### src/rtl/riscv_pkg.sv
// Shared pipeline types for the RV32 core: control bundle, result and forwarding selects.
package riscv_pkg;

  typedef enum logic [1:0] {
    RES_ALU = 2'd0,
    RES_MEM = 2'd1,
    RES_PC4 = 2'd2
  } result_src_t;

  typedef enum logic [1:0] {
    FWD_REG = 2'd0,
    FWD_WB  = 2'd1,
    FWD_MEM = 2'd2
  } fwd_sel_t;

  typedef struct packed {
    logic        reg_write;
    result_src_t result_src;
    logic        mem_write;
    logic        branch;
    logic        jump;
    logic        alu_src;
    logic [2:0]  alu_ctrl;
  } ctrl_t;

  localparam ctrl_t CTRL_NOP = ctrl_t'('0);

  // x0 is never a forwarding source; the MEM-stage writer outranks WB
  function automatic fwd_sel_t fwd_pick(input logic [4:0] rs,
                                        input logic [4:0] m_rd, input logic m_reg_write,
                                        input logic [4:0] w_rd, input logic w_reg_write);
    if (m_reg_write && (m_rd != 5'd0) && (m_rd == rs))
      return FWD_MEM;
    else if (w_reg_write && (w_rd != 5'd0) && (w_rd == rs))
      return FWD_WB;
    else
      return FWD_REG;
  endfunction

endpackage

### src/rtl/forward_unit.sv
// EX-stage operand forwarding: picks rs1/rs2 sources and builds ALU operands and store data.
module forward_unit
  import riscv_pkg::*;
#(
  parameter int XLEN = 32
) (
  input  logic [4:0]      e_rs1,
  input  logic [4:0]      e_rs2,
  input  logic [XLEN-1:0] e_rd1,
  input  logic [XLEN-1:0] e_rd2,
  input  logic [XLEN-1:0] e_imm,
  input  logic            e_alu_src,
  input  logic [4:0]      m_rd,
  input  logic            m_reg_write,
  input  logic [XLEN-1:0] m_alu_result,
  input  logic [4:0]      w_rd,
  input  logic            w_reg_write,
  input  logic [XLEN-1:0] w_result,
  output fwd_sel_t        fwd_a,
  output fwd_sel_t        fwd_b,
  output logic [XLEN-1:0] e_src_a,
  output logic [XLEN-1:0] e_src_b,
  output logic [XLEN-1:0] e_write_data
);

  logic [XLEN-1:0] rs2_val;

  always_comb begin
    fwd_a = fwd_pick(e_rs1, m_rd, m_reg_write, w_rd, w_reg_write);
    fwd_b = fwd_pick(e_rs2, m_rd, m_reg_write, w_rd, w_reg_write);

    unique case (fwd_a)
      FWD_MEM: e_src_a = m_alu_result;
      FWD_WB:  e_src_a = w_result;
      default: e_src_a = e_rd1;
    endcase

    unique case (fwd_b)
      FWD_MEM: rs2_val = m_alu_result;
      FWD_WB:  rs2_val = w_result;
      default: rs2_val = e_rd2;
    endcase

    e_write_data = rs2_val;
    e_src_b      = e_alu_src ? e_imm : rs2_val;
  end

endmodule

### src/rtl/id_ex_stage.sv
// ID/EX pipeline register with load-use stall detection, flush bubbling and EX operand forwarding.
module id_ex_stage
  import riscv_pkg::*;
#(
  parameter int XLEN = 32
) (
  input  logic            clk,
  input  logic            rst_n,
  input  logic            d_valid,
  input  logic [4:0]      d_rs1,
  input  logic [4:0]      d_rs2,
  input  logic [4:0]      d_rd,
  input  logic [XLEN-1:0] d_rd1,
  input  logic [XLEN-1:0] d_rd2,
  input  logic [XLEN-1:0] d_imm,
  input  logic [XLEN-1:0] d_pc,
  input  ctrl_t           d_ctrl,
  input  logic            flush_e,
  input  logic [4:0]      m_rd,
  input  logic            m_reg_write,
  input  logic [XLEN-1:0] m_alu_result,
  input  logic [4:0]      w_rd,
  input  logic            w_reg_write,
  input  logic [XLEN-1:0] w_result,
  output logic            stall_d,
  output logic            e_valid,
  output logic [4:0]      e_rd,
  output ctrl_t           e_ctrl,
  output logic [XLEN-1:0] e_pc,
  output logic [XLEN-1:0] e_imm,
  output logic [XLEN-1:0] e_src_a,
  output logic [XLEN-1:0] e_src_b,
  output logic [XLEN-1:0] e_write_data,
  output fwd_sel_t        fwd_a,
  output fwd_sel_t        fwd_b
);

  logic [4:0]      e_rs1;
  logic [4:0]      e_rs2;
  logic [XLEN-1:0] e_rd1;
  logic [XLEN-1:0] e_rd2;
  logic            load_use;
  logic            bubble;

  // rs2 is matched even when the decode instruction ignores it (I-type), trading
  // an occasional spurious stall for not needing operand-usage decode here
  always_comb begin
    load_use = d_valid && e_valid && (e_ctrl.result_src == RES_MEM) && (e_rd != 5'd0)
               && ((e_rd == d_rs1) || (e_rd == d_rs2));
    stall_d  = load_use && !flush_e;
    bubble   = flush_e || stall_d || !d_valid;
  end

  always_ff @(posedge clk or negedge rst_n) begin
    if (!rst_n) begin
      e_valid <= 1'b0;
      e_ctrl  <= CTRL_NOP;
      e_rs1   <= '0;
      e_rs2   <= '0;
      e_rd    <= '0;
      e_rd1   <= '0;
      e_rd2   <= '0;
      e_imm   <= '0;
      e_pc    <= '0;
    end else if (bubble) begin
      e_valid <= 1'b0;
      e_ctrl  <= CTRL_NOP;
      e_rs1   <= '0;
      e_rs2   <= '0;
      e_rd    <= '0;
      e_rd1   <= '0;
      e_rd2   <= '0;
      e_imm   <= '0;
      e_pc    <= '0;
    end else begin
      e_valid <= 1'b1;
      e_ctrl  <= d_ctrl;
      e_rs1   <= d_rs1;
      e_rs2   <= d_rs2;
      e_rd    <= d_rd;
      e_rd1   <= d_rd1;
      e_rd2   <= d_rd2;
      e_imm   <= d_imm;
      e_pc    <= d_pc;
    end
  end

  forward_unit #(
    .XLEN(XLEN)
  ) u_forward_unit (
    .e_rs1        (e_rs1),
    .e_rs2        (e_rs2),
    .e_rd1        (e_rd1),
    .e_rd2        (e_rd2),
    .e_imm        (e_imm),
    .e_alu_src    (e_ctrl.alu_src),
    .m_rd         (m_rd),
    .m_reg_write  (m_reg_write),
    .m_alu_result (m_alu_result),
    .w_rd         (w_rd),
    .w_reg_write  (w_reg_write),
    .w_result     (w_result),
    .fwd_a        (fwd_a),
    .fwd_b        (fwd_b),
    .e_src_a      (e_src_a),
    .e_src_b      (e_src_b),
    .e_write_data (e_write_data)
  );

endmodule

### config.mk
export PLATFORM = sky130hd
export DESIGN_NAME = id_ex_stage
export DESIGN_NICKNAME = d
export VERILOG_FILES = /design/src/rtl/riscv_pkg.sv /design/src/rtl/forward_unit.sv /design/src/rtl/id_ex_stage.sv
export SDC_FILE = /design/constraint.sdc
export NUM_CORES = 1
export LEC_CHECK = 0
export ABC_AREA = 1
export BUFFER_PORTS_ARGS = -buffer_cell sky130_fd_sc_hd__buf_2
export CAP_MARGIN = 20
export CELL_PAD_IN_SITES_DETAIL_PLACEMENT = 1
export CELL_PAD_IN_SITES_GLOBAL_PLACEMENT = 1
export CORE_MARGIN = 8
export CORE_UTILIZATION = 33
export CTS_CLUSTER_SIZE = 14
export DETAILED_ROUTE_END_ITERATION = 12
export GPL_TIMING_DRIVEN = 0
export PLACE_DENSITY = 0.9
export SKIP_LAST_GASP = 1
export SYNTH_ARGS = -nofsm -noshare
export SYNTH_HDL_FRONTEND = slang
export SYNTH_SLANG_ARGS = --single-unit
### constraint.sdc
create_clock -name clk -period 2.2 [get_ports clk]
set_input_delay 0.44 -clock clk [delete_from_list [all_inputs] [get_ports clk]]
set_output_delay 0.44 -clock clk [all_outputs]
set_load 0.03 [all_outputs]
==> flow_metrics.env <==
export IMPL_status="finished with violations"
export IMPL_violations="setup timing"
export IMPL_cts_made_buffers=17
export IMPL_n_fill_cell=2812
export IMPL_core_area_um2=24890
export IMPL_grt_first_pass_wirelength_um=63110
export IMPL_synth_distinct_cells=23
export IMPL_initial_utilization_pct=33.26
export IMPL_syn_num_nets=1205
export IMPL_ys_flop_type="dfrtp_1"
export IMPL_clk_pin_slew_worst_paths_ps=80
export IMPL_cts_sinks=154
export IMPL_worst_pin_slew_ps=707.5
export IMPL_pre_cts_ws_ps=-501.3
export IMPL_power_density_nw_per_um2=554.8
export IMPL_hpwl_um=30540
export IMPL_antenna_found_initial=8
export IMPL_post_route_drc_count=0
export IMPL_clkPwrFrac_pct=37.8
export IMPL_hp_class="primary input to asynchronous set/reset pin"
export IMPL_crit_end="e_src_b[8]"
export IMPL_dieArea_um2=30410
export IMPL_required_ps=1760
export IMPL_switching_share_pct=34.03
export IMPL_cp_startpoint="e_rs2[3]$_DFF_PN0_"
export IMPL_ant_nets=0
export IMPL_critical_path_max_fanout=10
export IMPL_p_leak_uw=0.008119
export IMPL_syn_cell_area_um2=8279
export IMPL_slew_violations=0
export IMPL_maxSlewHeadroom_pct=52.83
export IMPL_syn_area_per_cell_um2=8.518
export IMPL_rows=58
export IMPL_setup_viol=100
export IMPL_root_buffer="clkbuf_16"
export IMPL_hold_ws_ps=21.92
export IMPL_clockBufferDepth=2
export IMPL_r2r_start="e_rd[3]$_DFF_PN0_"
export IMPL_synth_seq_cells=154
export IMPL_p_int_uw=5165
export IMPL_drive_gt1_share_pct=56.78
export IMPL_reg2reg_depth=11
export IMPL_postSynthCellCount=972
export IMPL_wl_per_cell_um=25.56
export IMPL_hold_viol_final=0
export IMPL_cts_hold_fix_buffers=0
export IMPL_cts_tree="yes"
export IMPL_overflow=0
export IMPL_reg2reg_to="e_imm[25]$_DFF_PN0_"
export IMPL_crit_type="flip-flop to primary output"
export IMPL_stdcell_count=1811
export IMPL_clk_latency_ps=430
export IMPL_synthTopCellsByArea="dfrtp_1, nand2_1, nor2_4"
export IMPL_drt_iter0_drc=467
export IMPL_place_gp_congestion=0.9070
export IMPL_grt_use_total_pct=27.57
export IMPL_startpoint_type="flip-flop"
export IMPL_p_sw_uw=2665
export IMPL_fmax_mhz=351.3
export IMPL_io_buffers=413
export IMPL_synth_common_cells="nand2_1, inv_1, dfrtp_1"
export IMPL_synth_edf_count=0
export IMPL_final_nets=1694
export IMPL_vias_per_cell=4.941
export IMPL_vdd_drop_max_mv=0.4709
export IMPL_min_period_ps=2846
export IMPL_yosysMostFrequentCell="nand2_1"
export IMPL_place_inst=1716
export IMPL_cp_end_kind="primary output"
export IMPL_io_pins=414
export IMPL_area_growth_pct=70.47
export IMPL_fp_dieW_um=174.4
export IMPL_pwr_share_seq_pct=38.4
export IMPL_die_h_um=174.4
export IMPL_fin_ws_ps=-646.3
export IMPL_min_period_over_period_pct=129.4
export IMPL_synth_async_reset_ratio_pct=100.0
export IMPL_htree_levels=4
export IMPL_vias=8948
export IMPL_netlist_area_leader_share_pct=46.55
export IMPL_grt_max_degree=87
export IMPL_r2r_slack_ps=390
export IMPL_grt_setup_unrepaired="true"
export IMPL_finalClockSkew_ps=14.34
export IMPL_max_cap_violations=0
export IMPL_seq_area_frac_synth_pct=46.55
export IMPL_yosysWarningCount=0
export IMPL_comb_power_share_pct=23.8
export IMPL_critPathArrivalTime_ps=2410
export IMPL_yosys_area_top_type="dfrtp_1"
export IMPL_first_pass_iters=4
export IMPL_first_global_vias=10342
export IMPL_wl_um=46300
==> metal layers <==
layer  vias to the layer above  global-route usage (%)  routed length [µm]
met2                       447                   50.96               24800
li1                       3872                       -                   -
met1                      4497                   26.71               15930
met3                       130                   8.809                3233
met4                         2                   15.18                2329
met5                         -                       0                   8
==> per-stage QoR <==
stage / total power [µW] / utilization [%] / TNS, ps / cell area (µm²)
finish: 7830 / 56.70 / -49170 / 14110
global route: 8076 / 56.70 / -56830 / 14110
CTS: 7663 / 53.08 / -41460 / 13210
detailed placement: 4487 / 43.40 / -30010 / 10800
global placement: 4423 / 43.26 / -279400 / 10770
floorplan: 3824 / - / 0 / 8289
==> how the worst min path moves through the flow <==
stage / end / slack (ps) / cells after the start
CTS: e_pc[12]$_DFF_PN0_ / 30 / 1
global route: e_pc[14]$_DFF_PN0_ / 50 / 1
global placement: e_imm[9]$_DFF_PN0_ / 650 / 3
detailed placement: e_pc[12]$_DFF_PN0_ / 500 / 1
floorplan: e_ctrl[0]$_DFF_PN0_ / 140 / 0
finish: e_pc[14]$_DFF_PN0_ / 20 / 1
==> worst max-delay path, cell delays in order, from the launching register on <==
cell	delay, ps
dfrtp_2	450
buf_6	130
xor2_1	150
nor2_1	140
nand3_2	140
buf_4	190
clkinv_8	90
buf_12	150
nand2_1	120
nand3_4	150
nand2_1	60
nand2_1	90
buf_6	130
==> logic make-up (layout without fill, tap and decap cells) <==
group,after synthesis,in the layout,synth area share (%)
flip-flops,154,154,46.55
other,0,7,0
buffers and inverters,224,726,13.19
AO/OA/AOI/OAI,2,2,0.1209
XOR/XNOR,24,24,2.539
AND/OR/NAND/NOR,568,568,37.60
==> state kept, by name, indices dropped and copies added, names as in the netlist <==
name	cells
e_valid	1
e_rd2	32
e_ctrl	10
e_rd	5
e_rd1	32
e_imm	32
e_rs2	5
e_rs1	5
e_pc	32
==> cell type report <==
cell class | instances | area, µm² | share of cell area (%)
Antenna cell | 7 | 17.52 | 0.1241
Timing Repair Buffer | 472 | 3601 | 25.51
Multi-Input combinational cell | 594 | 4330 | 30.68
Tap cell | 330 | 412.9 | 2.926
Clock buffer | 17 | 425.4 | 3.014
Buffer | 48 | 636.9 | 4.512
Clock inverter | 15 | 148.9 | 1.055
Sequential cell | 154 | 3856 | 27.32
Inverter | 174 | 684.4 | 4.849
==> power by group through the flow <==
stage,clock (µW),sequential (µW),combinational [µW]
3_3_place_gp,0,3030,1390
4_1_cts,2990,3000,1680
3_5_place_dp,0,3040,1440
6_report,2960,3010,1860
2_1_floorplan,0,3150,678
5_1_grt,3100,3010,1960
==> cell usage in the layout, fill, tap and decap left out, types with 3 or more instances in the layout <==
| cell | netlist | layout |
|---|---|---|
| buf_12 | 10 | 28 |
| buf_6 | 3 | 126 |
| nor2_4 | 60 | 60 |
| xor2_1 | 10 | 10 |
| nand2_2 | 1 | 57 |
| buf_2 | 23 | 323 |
| buf_4 | 10 | 18 |
| inv_1 | 167 | 163 |
| inv_2 | 7 | 8 |
| dfrtp_1 | 154 | 152 |
| nand2_1 | 254 | 157 |
| clkbuf_16 | 0 | 22 |
| inv_8 | 0 | 3 |
| nor2_1 | 109 | 105 |
| nand3_2 | 64 | 63 |
| nand3_1 | 72 | 33 |
| buf_8 | 0 | 8 |
| nor2_2 | 1 | 5 |
| inv_6 | 0 | 7 |
| clkinv_8 | 0 | 3 |
| nand3_4 | 0 | 40 |
| nand4_1 | 3 | 3 |
| buf_16 | 0 | 9 |
| xnor2_1 | 14 | 12 |
| nand2_4 | 0 | 40 |
| diode_2 | 0 | 7 |
==> repair_timing <==
item,4_1_cts,5_1_grt
cloned,9,5
endpoints found under the setup margin,101,101
hold endpoints to repair,0,0
resized for setup,396,151
setup buffers,22,24
pin swaps,43,61
No activity file was read; power rests on OpenSTA's default activity.
